### src/rtl/alarm_tone_seq.sv
// alarm_tone_seq: shares one tone generator between a looping alarm melody and a key-click; define ALARM_SEQ_CLICK_EN to build the click path
module alarm_tone_seq #(
  parameter int NUM_STEPS = 8,
  parameter int DIV_W = 16,
  parameter int DUR_W = 16,
  parameter logic [DIV_W-1:0] CLICK_DIV = DIV_W'(500),
  parameter int CLICK_TICKS = 4
) (
  input  logic                          pclk_i,
  input  logic                          prst_i,
  input  logic                          tick_i,
  input  logic                          alarm_req_i,
  input  logic                          click_req_i,
  input  logic                          tbl_we_i,
  input  logic [$clog2(NUM_STEPS)-1:0]  tbl_addr_i,
  input  logic [DIV_W+DUR_W-1:0]        tbl_wdata_i,
  output logic                          tone_en_o,
  output logic [DIV_W-1:0]              tone_div_o,
  output logic                          busy_o,
  output logic                          src_o,
  output logic [$clog2(NUM_STEPS)-1:0]  step_o,
  output logic                          click_drop_o
);
  localparam int AW = $clog2(NUM_STEPS);
  localparam logic [1:0] IDLE = 2'd0;
  localparam logic [1:0] NOTE = 2'd1;
  localparam logic [1:0] GAP = 2'd2;
  logic [DIV_W+DUR_W-1:0] tbl [NUM_STEPS];
  logic [DIV_W+DUR_W-1:0] ent_c, ent_0, ld_ent;
  logic [1:0] state, ns;
  logic [DUR_W-1:0] cnt, cur_dur;
  logic [AW-1:0] cand;
  logic empty, in_alarm, load, use_c, ld_ok, ns_click, drop_set;
`ifdef ALARM_SEQ_CLICK_EN
  localparam logic [1:0] CLICK = 2'd3;
  logic click_go, click_done;
  assign click_go = state == IDLE && click_req_i && !alarm_req_i;
  assign click_done = state == CLICK && tick_i && cnt == DUR_W'(CLICK_TICKS - 1);
  assign ns_click = ns == CLICK;
  assign drop_set = click_req_i && (state != IDLE || alarm_req_i);
`else
  logic unused_click;
  assign unused_click = ^{click_req_i, CLICK_TICKS};
  assign ns_click = 1'b0;
  assign drop_set = 1'b0;
`endif
  assign in_alarm = state == NOTE || state == GAP;
  // an empty-melody gap keeps re-checking step 0 instead of advancing
  assign cand = (state == GAP && !empty) ? step_o + 1'b1 : '0;
  assign ent_c = tbl[cand];
  assign ent_0 = tbl[0];
  assign use_c = ent_c[DIV_W+:DUR_W] != '0;
  assign ld_ok = use_c || ent_0[DIV_W+:DUR_W] != '0;
  assign ld_ent = use_c ? ent_c : ent_0;
  assign load = alarm_req_i && (in_alarm ? state == GAP && tick_i : 1'b1);
  // next state; alarm start/advance dominates, alarm drop returns to idle
  always_comb begin
    ns = state;
    if (load) ns = ld_ok ? NOTE : GAP;
    else if (in_alarm && !alarm_req_i) ns = IDLE;
    else if (state == NOTE && tick_i && cnt == cur_dur - 1'b1) ns = GAP;
`ifdef ALARM_SEQ_CLICK_EN
    else if (click_done) ns = IDLE;
    else if (click_go) ns = CLICK;
`endif
  end
  // note table; a same-cycle load reads the pre-write contents
  always_ff @(posedge pclk_i) begin
    if (prst_i) for (int i = 0; i < NUM_STEPS; i++) tbl[i] <= '0;
    else if (tbl_we_i) tbl[tbl_addr_i] <= tbl_wdata_i;
  end
  // sequencer state, duration counter and registered generator outputs
  always_ff @(posedge pclk_i) begin
    if (prst_i) begin
      state <= IDLE;
      cnt <= '0;
      cur_dur <= '0;
      step_o <= '0;
      empty <= 1'b0;
      tone_en_o <= 1'b0;
      tone_div_o <= '0;
      busy_o <= 1'b0;
      src_o <= 1'b0;
    end else begin
      state <= ns;
      cnt <= (ns != state || load) ? '0 : cnt + DUR_W'(tick_i);
      if (load) begin
        step_o <= use_c ? cand : '0;
        empty <= !ld_ok;
        cur_dur <= ld_ent[DIV_W+:DUR_W];
      end
      tone_en_o <= load ? ld_ok && ld_ent[DIV_W-1:0] != '0 : (ns == NOTE && tone_en_o) || ns_click;
      tone_div_o <= (load && ld_ok) ? ld_ent[DIV_W-1:0] : ns_click ? CLICK_DIV : tone_div_o;
      busy_o <= ns != IDLE;
      src_o <= ns_click;
    end
  end
  // sticky record of any rejected click
  always_ff @(posedge pclk_i) begin
    if (prst_i) click_drop_o <= 1'b0;
    else click_drop_o <= click_drop_o | drop_set;
  end
endmodule

### config.mk
export PLATFORM = sky130hd
export DESIGN_NAME = alarm_tone_seq
export DESIGN_NICKNAME = d
export VERILOG_FILES = /design/src/rtl/alarm_tone_seq.sv
export SDC_FILE = /design/constraint.sdc
export NUM_CORES = 1
export LEC_CHECK = 0
export BUFFER_PORTS_ARGS = -buffer_cell sky130_fd_sc_hd__buf_2
export CORE_ASPECT_RATIO = 1.25
export CORE_UTILIZATION = 30
export DETAILED_ROUTE_END_ITERATION = 8
export HOLD_SLACK_MARGIN = 0.15
export PLACE_DENSITY_LB_ADDON = 0.15
export SKIP_LAST_GASP = 1
export SYNTH_ARGS = -nofsm -noshare
export SYNTH_HDL_FRONTEND = slang
export SYNTH_SLANG_ARGS = --single-unit
### constraint.sdc
create_clock -name pclk_i -period 3.6 [get_ports pclk_i]
set_input_delay 0.36 -clock pclk_i [delete_from_list [all_inputs] [get_ports pclk_i]]
set_output_delay 0.36 -clock pclk_i [all_outputs]
set_load 0.01 [all_outputs]
After elaboration in Yosys (flattened, before gate mapping)
Memory sizes are Yosys's and may differ from the RTL's.
Cells that the tools add are included.
W data, S select, Z words.
{"block": "word_totals", "word_cells": 55, "output_inout_bits": 23, "regBits": 56, "mem_bits_rw": 256, "mem_count": 1}
{"block": "classes", "reduce_logical": 21, "mux": 17, "add_sub_neg": 3, "n_eq_ne": 5}
{"name": "tbl", "depth": 8, "word_bits": 32, "read_ports": 2, "rd_clocked_by_memory_dff": 0, "write_ports": 8, "line": "28", "source": "logic [DIV_W+DUR_W-1:0] tbl [NUM_STEPS];"}
{"cell": "$mux W32", "count": 2}
{"cell": "$reduce_bool A16 Y1", "count": 3}
{"cell": "$reduce_or A32 Y1", "count": 1}
{"cell": "$add A16 B1 Y16", "count": 1}
{"cell": "$eq A16 B16 Y1", "count": 1}
{"cell": "$sub A16 B1 Y16 const B", "count": 1}
{"cell": "$logic_and A1 B1 Y1", "count": 9}
{"cell": "$mux W3", "count": 3}
{"cell": "$mux W1", "count": 8}
{"cell": "$mux W2", "count": 4}
{"cell": "$eq A2 B1 Y1 const B", "count": 2}
{"cell": "$add A3 B1 Y3 const B", "count": 1}
{"cell": "$logic_not A1 Y1", "count": 3}
{"cell": "$logic_or A1 B1 Y1", "count": 3}
{"cell": "$eq A2 B2 Y1 const B", "count": 1}
{"cell": "$ne A2 B2 Y1", "count": 1}
{"cell": "$reduce_bool A2 Y1", "count": 1}
{"cell": "$reduce_or A2 Y1", "count": 1}

Longest topological paths before layout
An unclocked memory read counts as a cell.
{"block": "logic_depth", "ltp_word": 11, "depth_mapped": 15}

Worst setup path before layout
OpenSTA, ideal clock, no wires.
{"block": "synth_timing", "kind": "register to register", "from": "register step_o[0]", "to": "register state[0]", "arrival_time_ns": 3.172, "n_path_buf": 4, "path_stages_with_launch": 12, "path_slack_ns": 0.296, "cell_sequence": "dfxtp_1 ha_1 buf_2 buf_1 mux4_2 a221oi_2 nand4_1 or4_1 buf_2 buf_2 o31ai_1 a21oi_1"}
{"block": "synth_between", "elab_chain_cells": 7}
{"element": "start, declared", "line": "21", "source": "output logic [$clog2(NUM_STEPS)-1:0] step_o,"}
{"element": "start signal, assigned", "line": "88", "source": "step_o <= use_c ? cand : '0;"}
{"element": "$add A3 B1 Y3", "line": "49", "source": "assign cand = (state == GAP && !empty) ? step_o + 1'b1 : '0;"}
{"element": "$mux W3", "line": "49"}
{"element": "$mem_v2 Z8 W32"}
{"element": "$reduce_bool A16 Y1", "line": "52", "source": "assign use_c = ent_c[DIV_W+:DUR_W] != '0;"}
{"element": "$logic_or A1 B1 Y1", "line": "53", "source": "assign ld_ok = use_c || ent_0[DIV_W+:DUR_W] != '0;"}
{"element": "$mux W2 (2 in a row)", "line": "59", "source": "if (load) ns = ld_ok ? NOTE : GAP;"}
{"element": "end signal, assigned", "line": "85", "source": "state <= ns;"}
{"element": "end, declared", "line": "30", "source": "logic [1:0] state, ns;"}
Every way passes these cells.
A chain may end at the register's enable or synchronous reset.

Worst setup path after layout
{"block": "layout_timing", "from": "register state[0]", "to": "register tone_div_o[0]"}
{"block": "layout_between", "elab_chain_cells": 7}
{"element": "$eq A2 B2 Y1", "line": "47, 49, 55"}
{"element": "$logic_and A1 B1 Y1", "line": "49"}
{"element": "$mux W3", "line": "49"}
{"element": "$mem_v2 Z8 W32"}
{"element": "$reduce_bool A16 Y1", "line": "52"}
{"element": "$logic_or A1 B1 Y1", "line": "53"}
{"element": "$logic_and A1 B1 Y1", "line": "93", "source": "tone_div_o <= (load && ld_ok) ? ld_ent[DIV_W-1:0] : ns_click ? CLICK_DIV : tone_div_o;"}
{"element": "end signal, assigned", "line": "93"}
{"element": "end, declared", "line": "18", "source": "output logic [DIV_W-1:0] tone_div_o,"}
Parallel ways exist; a longest one is shown, timed or not.

==> flow_metrics.env <==
export IMPL_ys_warn_count=0
export IMPL_drc_errors=0
export IMPL_cpPeakStageDelay_ps=610
export IMPL_clock_fmax_mhz=288
export IMPL_power_frac_clock_pct=42.3
export IMPL_hpwlAfterDp_um=34800
export IMPL_grt_pass1_vias=12295
export IMPL_path_cells="inv_1 > ha_4 > buf_4 > nor4bb_2 > buf_4 > a221o_1 > a22oi_1 > nand4_1 > or4_4 > buf_12 > o41ai_1 > nor3_1"
export IMPL_period_share_pct=96.3
export IMPL_critical_path_top_delay_family="simple AND/OR/NAND/NOR gates"
export IMPL_reg2reg_depth=12
export IMPL_power_leakage_nw=6.53
export IMPL_die_h_um=260
export IMPL_cpMostUsedCell="buf_4"
export IMPL_io_pins=64
export IMPL_rr_endpoint="tone_div_o[0]"
export IMPL_cts_buffers_inserted=37
export IMPL_start_util_pct=30.3
export IMPL_area_growth_pct=18.4
export IMPL_crit_arrival_ps=3890
export IMPL_worstSetupStartpointType="register"
export IMPL_drive_gt1_share_pct=18.5
export IMPL_final_min_clock_period_ps=3470
export IMPL_drt_total_wl_um=54000
export IMPL_pwr_density_cell_nw_per_um2=453
export IMPL_yosysTopAreaCellShare_pct=48.2
export IMPL_synth_largest_area_cell="edfxtp_1"
export IMPL_fin_util_pct=35.9
export IMPL_ys_flop_type="edfxtp_1"
export IMPL_clockRootBuffer="clkbuf_16"
export IMPL_numClockSinks=312
export IMPL_ir_worst_vdd_v=0.000273
export IMPL_fin_tns_setup_ps=0
export IMPL_clk_latency_ps=550
export IMPL_final_hold_viol_count=0
export IMPL_vias=12050
export IMPL_cts_tree="yes"
export IMPL_antenna_found_initial=4
export IMPL_grt_max_degree=52
export IMPL_die_w_um=208
export IMPL_crit_type="register to register"
export IMPL_worst_pin_slew_ps=1160
export IMPL_hold_depth=2
export IMPL_finalSetupViolCount=0
export IMPL_crit_fanout=37
export IMPL_ant_nets=0
export IMPL_hold_end="tbl[1][19]"
export IMPL_critPathBufInv=4
export IMPL_grt_ovfl_total=0
export IMPL_avgViaCountPerCell=5.35
export IMPL_final_nets=1601
export IMPL_gp_congestion=0.811
export IMPL_wire_per_inst_um=24.0
export IMPL_r2r_slack_ps=130
export IMPL_switching_power_mw=2.13
export IMPL_grt_pass1_wl_um=81300
export IMPL_grt_usage_pct=20.0
export IMPL_htreeDepth=2
export IMPL_first_pass_iters=5
export IMPL_cts_clk_slew_worst_paths_ps=60
export IMPL_synth_seq_cells=312
export IMPL_synth_cells=1466
export IMPL_rsz0062_at_grt="yes"
export IMPL_async_reset_ff_share_pct=0
export IMPL_slew_headroom_pct=22.7
export IMPL_clockBufferDepth=3
export IMPL_avgSynthCellArea_um2=10.9
export IMPL_core_area_um2=52600
export IMPL_crit_slowest_cell="or4_4"
export IMPL_hold_class="primary input to register"
export IMPL_swShare_pct=24.9
export IMPL_portBuffers=60
export IMPL_synth_top_cells_by_area="edfxtp_1 48%, and2_1 10%, dfxtp_1 7.0%"
export IMPL_status="finished, final reports clean"
export IMPL_synth_edf_count=256
export IMPL_synthDistinctLibCells=85
export IMPL_fp_row_count=94
export IMPL_r2r_start="state[0]"
export IMPL_syn_area_um2=15900
export IMPL_finClkSkew_ps=29.1
export IMPL_end_kind="register"
export IMPL_dieArea_um2=54100
export IMPL_max_cap_violations=0
export IMPL_crit_required_ps=4020
export IMPL_ys_seq_area_share_pct=55.2
export IMPL_pwr_share_seq_pct=49.7
export IMPL_first_iter_violations=1037
export IMPL_slew_viol_final=0
export IMPL_combPwrFrac_pct=8.0
export IMPL_holdCritStartpoint="tbl_wdata_i[19]"
export IMPL_p_int_mw=6.42
export IMPL_ctsHoldBuffers=0
==> power by group through the flow <==
stage / Sequential, mW / Clock (mW) / Combinational (mW)
after detailed placement: 4.33 / 0 / 0.679
final: 4.25 / 3.62 / 0.680
after floorplan: 4.28 / 0 / 0.388
after global routing: 4.27 / 3.81 / 0.747
after global placement: 4.32 / 0 / 0.672
after CTS: 4.25 / 3.69 / 0.682
==> routing by layer <==
| metal | vias to the layer above | share of wire, % | GRT usage (%) |
|---|---|---|---|
| met4 | 6 | 1.9 | 4.96 |
| met5 | - | 0.078 | 0 |
| met3 | 68 | 4.9 | 2.90 |
| li1 | 5644 | - | - |
| met2 | 304 | 48 | 34.1 |
| met1 | 6028 | 45 | 26.6 |
==> Yosys cell counts, types with 7 or more instances <==
cell / number
o41ai_2: 17
dfxtp_1: 56
or2_2: 8
o41ai_1: 12
nand3_1: 32
nor3_1: 64
nand2_1: 80
inv_1: 8
a21oi_1: 53
or4_1: 15
mux2i_1: 15
nor2_1: 88
and4b_1: 8
a311oi_1: 15
clkbuf_1: 88
edfxtp_1: 256
a222oi_1: 7
o211ai_1: 14
nor4_1: 14
a211oi_1: 13
xor2_1: 13
o21ai_0: 51
and2_1: 262
xnor2_1: 22
nand4_1: 13
nor2b_1: 16
a31oi_1: 19
buf_1: 7
buf_2: 20
or3_1: 20
o22ai_1: 27
==> through the flow <==
step | instance area (um^2) | hold WS, ps | worst slack [ps] | std cells | power (mW)
5_1_grt | 18900 | 195 | -28.1 | 2253 | 8.84
3_5_place_dp | 17600 | 523 | -200 | 2185 | 5.01
2_1_floorplan | 16000 | 480 | 296 | 1467 | 4.67
3_3_place_gp | 17600 | 529 | -189 | 2185 | 5.00
4_1_cts | 18800 | 168 | 19.7 | 2252 | 8.62
6_report | 18900 | 184 | 133 | 2254 | 8.55
==> sequential cells by signal, indices dropped and copies added, names as in the netlist <==
name and count:
tbl 256, step_o 3, empty 1, tone_div_o 16, state 2, tone_en_o 1, cur_dur 16, cnt 16
busy_o 1
==> what timing repair did <==
action | CTS | global route
pin swaps | 1 | 4
resized for setup | 5 | 14
setup endpoints to repair | 49 | 50
cloned | 0 | 1
buffers inserted | 1 | 0
==> final cells by class <==
type                       instances  area, um^2
clock inverter                    23         184
tap                              672         841
antenna                            1        2.50
sequential                       312        8810
fill                            5137       33700
multi-input combinational       1027        6810
inverter                          10        37.5
timing repair buffer             166        1240
clock buffer                      43         948
==> placed cells by master, fill, tap and decap left out, types with 22 or more instances in the layout <==
cell type  Yosys  layout
buf_4          4      94
o21ai_0       51      47
and2_1       262     261
o22ai_1       27      27
dfxtp_1       56      55
a21oi_1       53      52
xnor2_1       22      22
nor2_1        88      82
nand3_1       32      32
nor3_1        64      62
clkbuf_16      0      37
buf_2         20      60
edfxtp_1     256     256
nand2_1       80      80
==> worst register-to-register path, stage by stage, from the launching register on <==
cell and delay, ps:
dfxtp_1 330, inv_1 80, ha_4 210, buf_4 170
nor4bb_2 240, buf_4 180, a221o_1 340, a22oi_1 380
nand4_1 250, or4_4 610, buf_12 200, o41ai_1 280
nor3_1 80
==> worst max path at each step <==
stage,cells past startpoint,to,start
finish,12,tone_div_o[0],state[0]
global route,13,cur_dur[9],state[0]
CTS,13,cur_dur[14],state[0]
detailed placement,11,cnt[5],step_o[1]
global placement,14,tone_div_o[0],state[0]
floorplan,11,state[0],step_o[0]
==> kinds of logic (layout without fill, tap and decap cells) <==
family | count (synthesis) | count (layout) | synth area share (%)
mux | 23 | 23 | 1.72
simple gates | 660 | 661 | 23.4
xor+xnor | 36 | 36 | 2.02
buf+inv | 129 | 242 | 3.29
flops | 312 | 312 | 55.2
fa+ha+maj | 6 | 6 | 0.471
compound gates | 299 | 299 | 13.8
other cells | 1 | 3 | 0.0235
(Power assumes the default switching activity.)
